[src/rtl/race_pkg.sv]
// Shared race definitions: player identifiers, race FSM states and the position-width helper.
package race_pkg;

  localparam int NUM_PLAYERS = 4;

  localparam logic [1:0] PLAYER_GREEN  = 2'd0;
  localparam logic [1:0] PLAYER_RED    = 2'd1;
  localparam logic [1:0] PLAYER_BLUE   = 2'd2;
  localparam logic [1:0] PLAYER_YELLOW = 2'd3;

  typedef enum logic [1:0] {
    ST_IDLE     = 2'd0,
    ST_RACING   = 2'd1,
    ST_FINISHED = 2'd2
  } race_state_t;

  function automatic int pos_width(input int max_pos);
    return (max_pos > 2) ? $clog2(max_pos) : 1;
  endfunction

endpackage

[src/rtl/player_step_counter.sv]
// One player's rising-edge step counter, saturating at the finish position.
// Optional per-player press cooldown when ANTI_MASH_EN is defined.
module player_step_counter
  import race_pkg::*;
#(
  parameter int MAX_POS      = 109,
  parameter int COOLDOWN_CYC = 50000,
  localparam int POS_W       = pos_width(MAX_POS)
) (
  input  logic             clk,
  input  logic             rst,
  input  logic             btn,
  input  logic             step_en,
  input  logic             clear,
  output logic [POS_W-1:0] pos,
  output logic             at_finish,
  output logic             reach_finish
);

  localparam logic [POS_W-1:0] FINISH     = POS_W'(MAX_POS - 1);
  localparam logic [POS_W-1:0] PRE_FINISH = POS_W'(MAX_POS - 2);

  logic             btn_q_reg;
  logic [POS_W-1:0] pos_reg, pos_next;
  logic             press, step, cd_idle;

  // Edge register runs in every state so a held button never yields a late step.
  assign press = btn & ~btn_q_reg;

`ifdef ANTI_MASH_EN
  localparam int CD_W = (COOLDOWN_CYC > 2) ? $clog2(COOLDOWN_CYC) : 1;

  logic [CD_W-1:0] cd_reg, cd_next;

  assign cd_idle = (cd_reg == '0);

  always_comb begin
    cd_next = cd_reg;
    if (clear)
      cd_next = '0;
    else if (step)
      cd_next = CD_W'(COOLDOWN_CYC - 1);
    else if (!cd_idle)
      cd_next = cd_reg - CD_W'(1);
  end

  always_ff @(posedge clk) begin
    if (rst)
      cd_reg <= '0;
    else
      cd_reg <= cd_next;
  end
`else
  assign cd_idle = 1'b1;
`endif

  assign step = press && step_en && cd_idle && (pos_reg != FINISH);

  always_comb begin
    pos_next = pos_reg;
    if (clear)
      pos_next = '0;
    else if (step)
      pos_next = pos_reg + POS_W'(1);
  end

  always_ff @(posedge clk) begin
    if (rst) begin
      btn_q_reg <= 1'b0;
      pos_reg   <= '0;
    end else begin
      btn_q_reg <= btn;
      pos_reg   <= pos_next;
    end
  end

  assign pos          = pos_reg;
  assign at_finish    = (pos_reg == FINISH);
  assign reach_finish = step && (pos_reg == PRE_FINISH);

endmodule

[src/rtl/player_position_tracker.sv]
// Four-player race position tracker: race FSM, per-player step counters and winner latch.
// Build option: define ANTI_MASH_EN to enable the per-player press cooldown.
module player_position_tracker
  import race_pkg::*;
#(
  parameter int MAX_POS      = 109,
  parameter int COOLDOWN_CYC = 50000,
  localparam int POS_W       = pos_width(MAX_POS)
) (
  input  logic             clk,
  input  logic             rst,
  input  logic             is_in_menu,
  input  logic             game_started,
  input  logic             btn_green,
  input  logic             btn_red,
  input  logic             btn_blue,
  input  logic             btn_yellow,
  output logic [POS_W-1:0] green_cur_pos,
  output logic [POS_W-1:0] red_cur_pos,
  output logic [POS_W-1:0] blue_cur_pos,
  output logic [POS_W-1:0] yellow_cur_pos,
  output logic             winner_valid,
  output logic [1:0]       winner_id
);

  race_state_t state_reg, state_next;

  logic [NUM_PLAYERS-1:0] btn_vec, at_finish, reach_finish;
  logic [POS_W-1:0]       pos_arr [NUM_PLAYERS];
  logic                   step_en, clear;
  logic                   winner_valid_reg, winner_valid_next;
  logic [1:0]             winner_id_reg, winner_id_next;

  assign btn_vec = {btn_yellow, btn_blue, btn_red, btn_green};

  // Once a winner exists nobody steps, even in the cycle before FINISHED is entered.
  assign step_en = (state_reg == ST_RACING) && game_started && !is_in_menu && !winner_valid_reg;
  assign clear   = is_in_menu || (state_reg == ST_IDLE);

  generate
    for (genvar gi = 0; gi < NUM_PLAYERS; gi++) begin : g_player
      player_step_counter #(
        .MAX_POS      (MAX_POS),
        .COOLDOWN_CYC (COOLDOWN_CYC)
      ) u_counter (
        .clk          (clk),
        .rst          (rst),
        .btn          (btn_vec[gi]),
        .step_en      (step_en),
        .clear        (clear),
        .pos          (pos_arr[gi]),
        .at_finish    (at_finish[gi]),
        .reach_finish (reach_finish[gi])
      );
    end
  endgenerate

  always_comb begin
    state_next = state_reg;
    if (is_in_menu) begin
      state_next = ST_IDLE;
    end else begin
      case (state_reg)
        ST_IDLE:     if (game_started) state_next = ST_RACING;
        ST_RACING:   if (|at_finish) state_next = ST_FINISHED;
        ST_FINISHED: state_next = ST_FINISHED;
        default:     state_next = ST_IDLE;
      endcase
    end
  end

  // Lowest-numbered finisher wins a tie; later assignments override earlier ones.
  always_comb begin
    winner_valid_next = winner_valid_reg;
    winner_id_next    = winner_id_reg;
    if (clear) begin
      winner_valid_next = 1'b0;
      winner_id_next    = 2'd0;
    end else if (|reach_finish) begin
      winner_valid_next = 1'b1;
      if (reach_finish[3]) winner_id_next = PLAYER_YELLOW;
      if (reach_finish[2]) winner_id_next = PLAYER_BLUE;
      if (reach_finish[1]) winner_id_next = PLAYER_RED;
      if (reach_finish[0]) winner_id_next = PLAYER_GREEN;
    end
  end

  always_ff @(posedge clk) begin
    if (rst) begin
      state_reg        <= ST_IDLE;
      winner_valid_reg <= 1'b0;
      winner_id_reg    <= 2'd0;
    end else begin
      state_reg        <= state_next;
      winner_valid_reg <= winner_valid_next;
      winner_id_reg    <= winner_id_next;
    end
  end

  assign green_cur_pos  = pos_arr[0];
  assign red_cur_pos    = pos_arr[1];
  assign blue_cur_pos   = pos_arr[2];
  assign yellow_cur_pos = pos_arr[3];
  assign winner_valid   = winner_valid_reg;
  assign winner_id      = winner_id_reg;

endmodule
[config.mk]
export PLATFORM = sky130hd
export DESIGN_NAME = player_position_tracker
export DESIGN_NICKNAME = d
export VERILOG_FILES = /design/src/rtl/race_pkg.sv /design/src/rtl/player_step_counter.sv /design/src/rtl/player_position_tracker.sv
export SDC_FILE = /design/constraint.sdc
export NUM_CORES = 1
export LEC_CHECK = 0
export ABC_AREA = 1
export CAP_MARGIN = 20
export CORE_MARGIN = 2
export CORE_UTILIZATION = 50
export CTS_BUF_LIST = sky130_fd_sc_hd__clkbuf_16
export CTS_CLUSTER_SIZE = 14
export DETAILED_ROUTE_END_ITERATION = 6
export HOLD_SLACK_MARGIN = 0.12
export PLACE_DENSITY = 0.88
export SKIP_LAST_GASP = 1
export SLEW_MARGIN = 20
export SYNTH_ARGS = -nofsm -noshare
export SYNTH_HDL_FRONTEND = slang
export SYNTH_SLANG_ARGS = --single-unit
[constraint.sdc]
create_clock -name clk -period 1.6 [get_ports clk]
set_input_delay 0.4 -clock clk [delete_from_list [all_inputs] [get_ports clk]]
set_output_delay 0.4 -clock clk [all_outputs]
set_load 0.01 [all_outputs]
# Word-level counts from Yosys, hierarchy flattened
# Index checks and enable logic that the tools add are counted.
[totals] regBits=37 in_bits=8 out_inout_bits=31 word_cells=72
[classes] addsub=4 eq_ne=16 mux=7 bitwise_logic=8 reduce_logical=26
[ops] op="$eq A7 B7 Y1 const B" count=8
[ops] op="$add A7 B1 Y7 const B" count=4
[ops] op="$ne A7 B7 Y1 const B" count=4
[ops] op="$logic_and A1 B1 Y1" count=15
[ops] op="$mux W2" count=6
[ops] op="$reduce_or A4 Y1" count=2
[ops] op="$pmux W2 S3" count=1
[ops] op="$and A1 B1 Y1" count=4
[ops] op="$not A1 Y1" count=4
[ops] op="$reduce_and A2 Y1" count=2
[ops] op="$reduce_bool A4 Y1" count=1
[ops] op="$reduce_or A2 Y1" count=2
[ops] op="$eq A2 B1 Y1 const B" count=1
[ops] op="$eq A2 B2 Y1 const B" count=1
[ops] op="$logic_not A1 Y1" count=2
[ops] op="$logic_not A2 Y1" count=1
[ops] op="$ne A2 B1 Y1 const B" count=1
[ops] op="$ne A2 B2 Y1 const B" count=1
[ops] op="$logic_or A1 B1 Y1" count=1

# Longest topological paths before layout
[logic_depth] ltp_word=11 mapped_depth=13 mapped_depth_nobuf=13

# Modules after synthesis
# A second synthesis with hierarchy kept.
[unflattened] hier_cells=347 hier_area_um2=2376.0
[modules_own_cells] mod="player_step_counter" n_inst=4 cells_each=76 area_per_inst_um2=518.0 seq_area_each_um2=160.2
[modules_own_cells] mod="player_position_tracker" n_inst=1 cells_each=43 area_per_inst_um2=304.0 seq_area_each_um2=100.1

# Worst setup path after synthesis
# No wires, ideal clock.
[synth_path] path_type="reg2reg" from="reg g_player[3].u_counter.pos_reg[0]" to="reg g_player[3].u_counter.pos_reg[6]" setup_ps=113 arrival_time_ps=1297 t_required_ps=1487 path_slack_ps=190 path_stages_with_launch=13 path_buffers=0 synth_period_minus_slack_ps=1410 cell_sequence="dfxtp_1 > inv_1 > ha_1 > inv_1 > nor2_1 > nand2_2 > nand2_4 > inv_4 > nand3_4 > nor2_2 > nand2_1 > nand2_1 > nor2_1"
[synth_between] elab_chain_cells=2 word_cells_on_any_way=3 classes_between="add/sub (1); eq/ne (1); reduce/logical (1)"
[synth_lines] element="start, declared" line="player_step_counter.sv:24" text="logic [POS_W-1:0] pos_reg, pos_next;"
[synth_lines] element="start signal, assigned" line="player_step_counter.sv:73" text="pos_reg <= pos_next;"
[synth_lines] element="branches (longest 2 deep; another with $add A7 B1 Y7)"
# Parallel ways; which one is timed is not known.
# A chain may end at the register's enable or synchronous reset.

# Worst setup path in the final report
[layout_path] from="reg winner_id_reg[1], in the netlist winner_id[1]" to="out winner_id[1]"
[layout_rtl] element="start, declared" line="player_position_tracker.sv:32" text="logic [1:0] winner_id_reg, winner_id_next;"
[layout_rtl] element="start signal, assigned" line="player_position_tracker.sv:96" text="winner_id_reg <= winner_id_next;"
[layout_rtl] element="end, declared" line="player_position_tracker.sv:23" text="output logic [1:0] winner_id"
# No word-level cell between the ends.

==> impl_metrics.json <==
{
  "setup_ws_ps": 10.3,
  "synth-compound-area-share_pct": 12.0,
  "wl_um": 4670,
  "drtIter0Drc": 87,
  "peakVddDrop_mv": 0.598,
  "rows": 23,
  "drv_cap": 0,
  "path_buf_inv": 1,
  "hold_buffers": 0,
  "grt-ovfl-total": 0,
  "fin_skew_ps": 3.03,
  "n_fill_cell": 305,
  "wl_per_cell_um": 12.0,
  "relSlewSlack_pct": 82.7,
  "rsz0062_at_grt": "yes",
  "routabilityCongestion": 0.840,
  "multi_input_area_mm2": 0.00112,
  "drv_slew": 0,
  "grt_pass1_wl_um": 7400,
  "critical_path_class": "reg -> out",
  "cp_top_family": "buffers and inverters",
  "met2WireLength_um": 2470,
  "die_area_mm2": 0.00462,
  "power.density_mw_per_mm2": 697,
  "grt_pass1_vias": 1858,
  "grt_max_degree": 11,
  "crit_chain": "clkdlybuf4s50_1",
  "required_ps": 1200,
  "io_buffers": 38,
  "routed_via_density": 5.01,
  "path_clk_slew_ps": 50,
  "worstPathArrival_ps": 1190,
  "synth_top_family_by_area": "simple AND/OR/NAND/NOR gates",
  "ys_ff_latch": 37,
  "clkLatencyLatePin_ps": 280,
  "syn_nets": 299,
  "hold_path_class": "reg -> reg",
  "h-tree-depth": 2,
  "ys.warnings.count": 0,
  "drt_pass1_iterations": 4,
  "cp-start-kind": "flip-flop",
  "drc_errors": 0,
  "finalCritPeriodShare_pct": 99.4,
  "synth_xor_area_share_pct": 1.28,
  "cts.sinks": 37,
  "num_antenna_cells": 0,
  "place_area_mm2": 0.00258,
  "fin_setup_tns_ps": 0,
  "grt_antenna_before_repair": 0,
  "vias": 1945,
  "fin_nets": 356,
  "yosys.area_share.adder_pct": 6.11,
  "syn_inst": 281,
  "dp_slack_ps": -280,
  "fin_crit_ps": 1590,
  "start_util_pct": 51.5,
  "cts_max_path_buffers": 2,
  "worstPathMaxFanout": 2,
  "worstSetupEndpointType": "output pin",
  "critPathSlowestCell": "clkdlybuf4s50_1",
  "largest_reg_flops": 28,
  "syn_area_mm2": 0.00205,
  "synthSimpleGateAreaFrac_pct": 34.4,
  "finalPower_mw": 1.92,
  "register_area_um2": 752,
  "seq_area_frac_synth_pct": 36.2,
  "max_freq_mhz": 629,
  "synth.area.mux_share_pct": 0,
  "dpl.hpwl_um": 3460,
  "track_usage_pct": 21.3,
  "ios": 39,
  "setup_viol": 0,
  "holdWs_ps": 473,
  "cts_setup_buffers": 0,
  "yosys.cell_types.count": 26,
  "syn_to_final_growth_pct": 34.6,
  "die_y_um": 68.0,
  "leakage_nw": 1.34,
  "core_mm2": 0.00397,
  "die_w_um": 68.0,
  "routedLengthMet1_um": 1930,
  "utilization_pct": 69.4,
  "clockRootBuffer": "clkbuf_16",
  "hold_viol_final": 0,
  "outcome": "finished clean",
  "numCtsBuffers": 5,
  "worst_pin_slew_ps": 257,
  "drive_above_1_share_pct": 19.2,
  "cts_tree": "yes",
  "topRoutingLayerUsed": "met4",
  "cpPeakStageDelay_ps": 550,
  "ant_nets": 0,
  "wl_met3_um": 167,
  "dpl.cell_count": 381,
  "design_area_mm2": 0.00276,
  "final_cells": 388,
  "syn_area_per_cell_um2": 7.28
}
==> layer usage <==
layer	GRT usage (%)	vias to the layer above
met3	3.95	9
li1	-	1009
met5	0	-
met1	22.1	887
met4	11.0	0
met2	40.2	40
==> cell families (layout without fill, tap and decap cells) <==
group | count (synthesis) | in the layout
xor+xnor | 3 | 3
buf+inv | 51 | 108
compound gates | 48 | 48
simple gates | 132 | 132
fa+ha+maj | 10 | 10
flops | 37 | 37
==> Yosys cell counts (all sizes together) <==
cell / number / share of area [%]
nand2: 56 / 12
inv: 49 / 9.2
nor2: 40 / 11
dfxtp: 37 / 36
nand3: 29 / 9.3
a21oi: 27 / 6.8
o21ai: 20 / 4.9
ha: 10 / 6.1
nand4: 4 / 1.2
xnor2: 3 / 1.3
buf: 2 / 0.79
and2: 1 / 0.31
nor3: 1 / 0.49
o31ai: 1 / 0.37
or2: 1 / 0.31
==> worst register-to-register path, stage by stage, from the launching register on <==
cell	delay [ps]
dfxtp_1	320
inv_2	80
ha_4	140
nand2_2	50
inv_2	70
nand2_4	90
nor2_4	170
nand2_4	90
inv_4	80
nand3_4	90
nor2_4	100
nand2_1	50
nand2_1	50
nor2_1	40
==> final timing paths <==
kind / startpoint / to / slack [ps] / cells past startpoint
max: winner_id[1] / winner_id[1] / 10 / 1
max reg2reg: state_reg[1] / g_player[3].u_counter.pos[6] / 90 / 13
min reg2reg: g_player[2].u_counter.pos[3] / g_player[2].u_counter.pos[3] / 470 / 1
min: g_player[2].u_counter.pos[3] / g_player[2].u_counter.pos[3] / 470 / 1
==> cells in the final DEF, fill, tap and decap left out, types with 13 or more instances in the layout <==
| master | netlist | layout |
|---|---|---|
| inv_1 | 43 | 42 |
| dlygate4sd2_1 | 0 | 18 |
| nand3_1 | 23 | 23 |
| o21ai_0 | 17 | 13 |
| nand2_1 | 50 | 49 |
| dfxtp_1 | 37 | 28 |
| buf_4 | 0 | 14 |
| a21oi_1 | 26 | 26 |
| nor2_1 | 28 | 27 |
| dlymetal6s2s_1 | 0 | 13 |
==> power breakdown <==
group	switching (mW)	total, mW	internal (mW)
clock network	0.342	0.898	0.556
logic	0.0460	0.0876	0.0416
registers	0.00343	0.933	0.930
==> area by class of cell <==
| type | count | area share, % |
|---|---|---|
| tap | 50 | 2.27 |
| clock inverter | 2 | 0.272 |
| inverter | 49 | 6.86 |
| sequential | 37 | 27.3 |
| timing repair buffer | 52 | 18.0 |
| clock buffer | 5 | 4.54 |
| multi-input combinational | 193 | 40.8 |
==> timing repair <==
item | 4_1_cts | 5_1_grt
endpoints found under the hold margin | 0 | 0
gates resized for setup | 26 | 25
pin swaps | 0 | 4
setup endpoints to repair | 26 | 26
(Power assumes the default switching activity.)
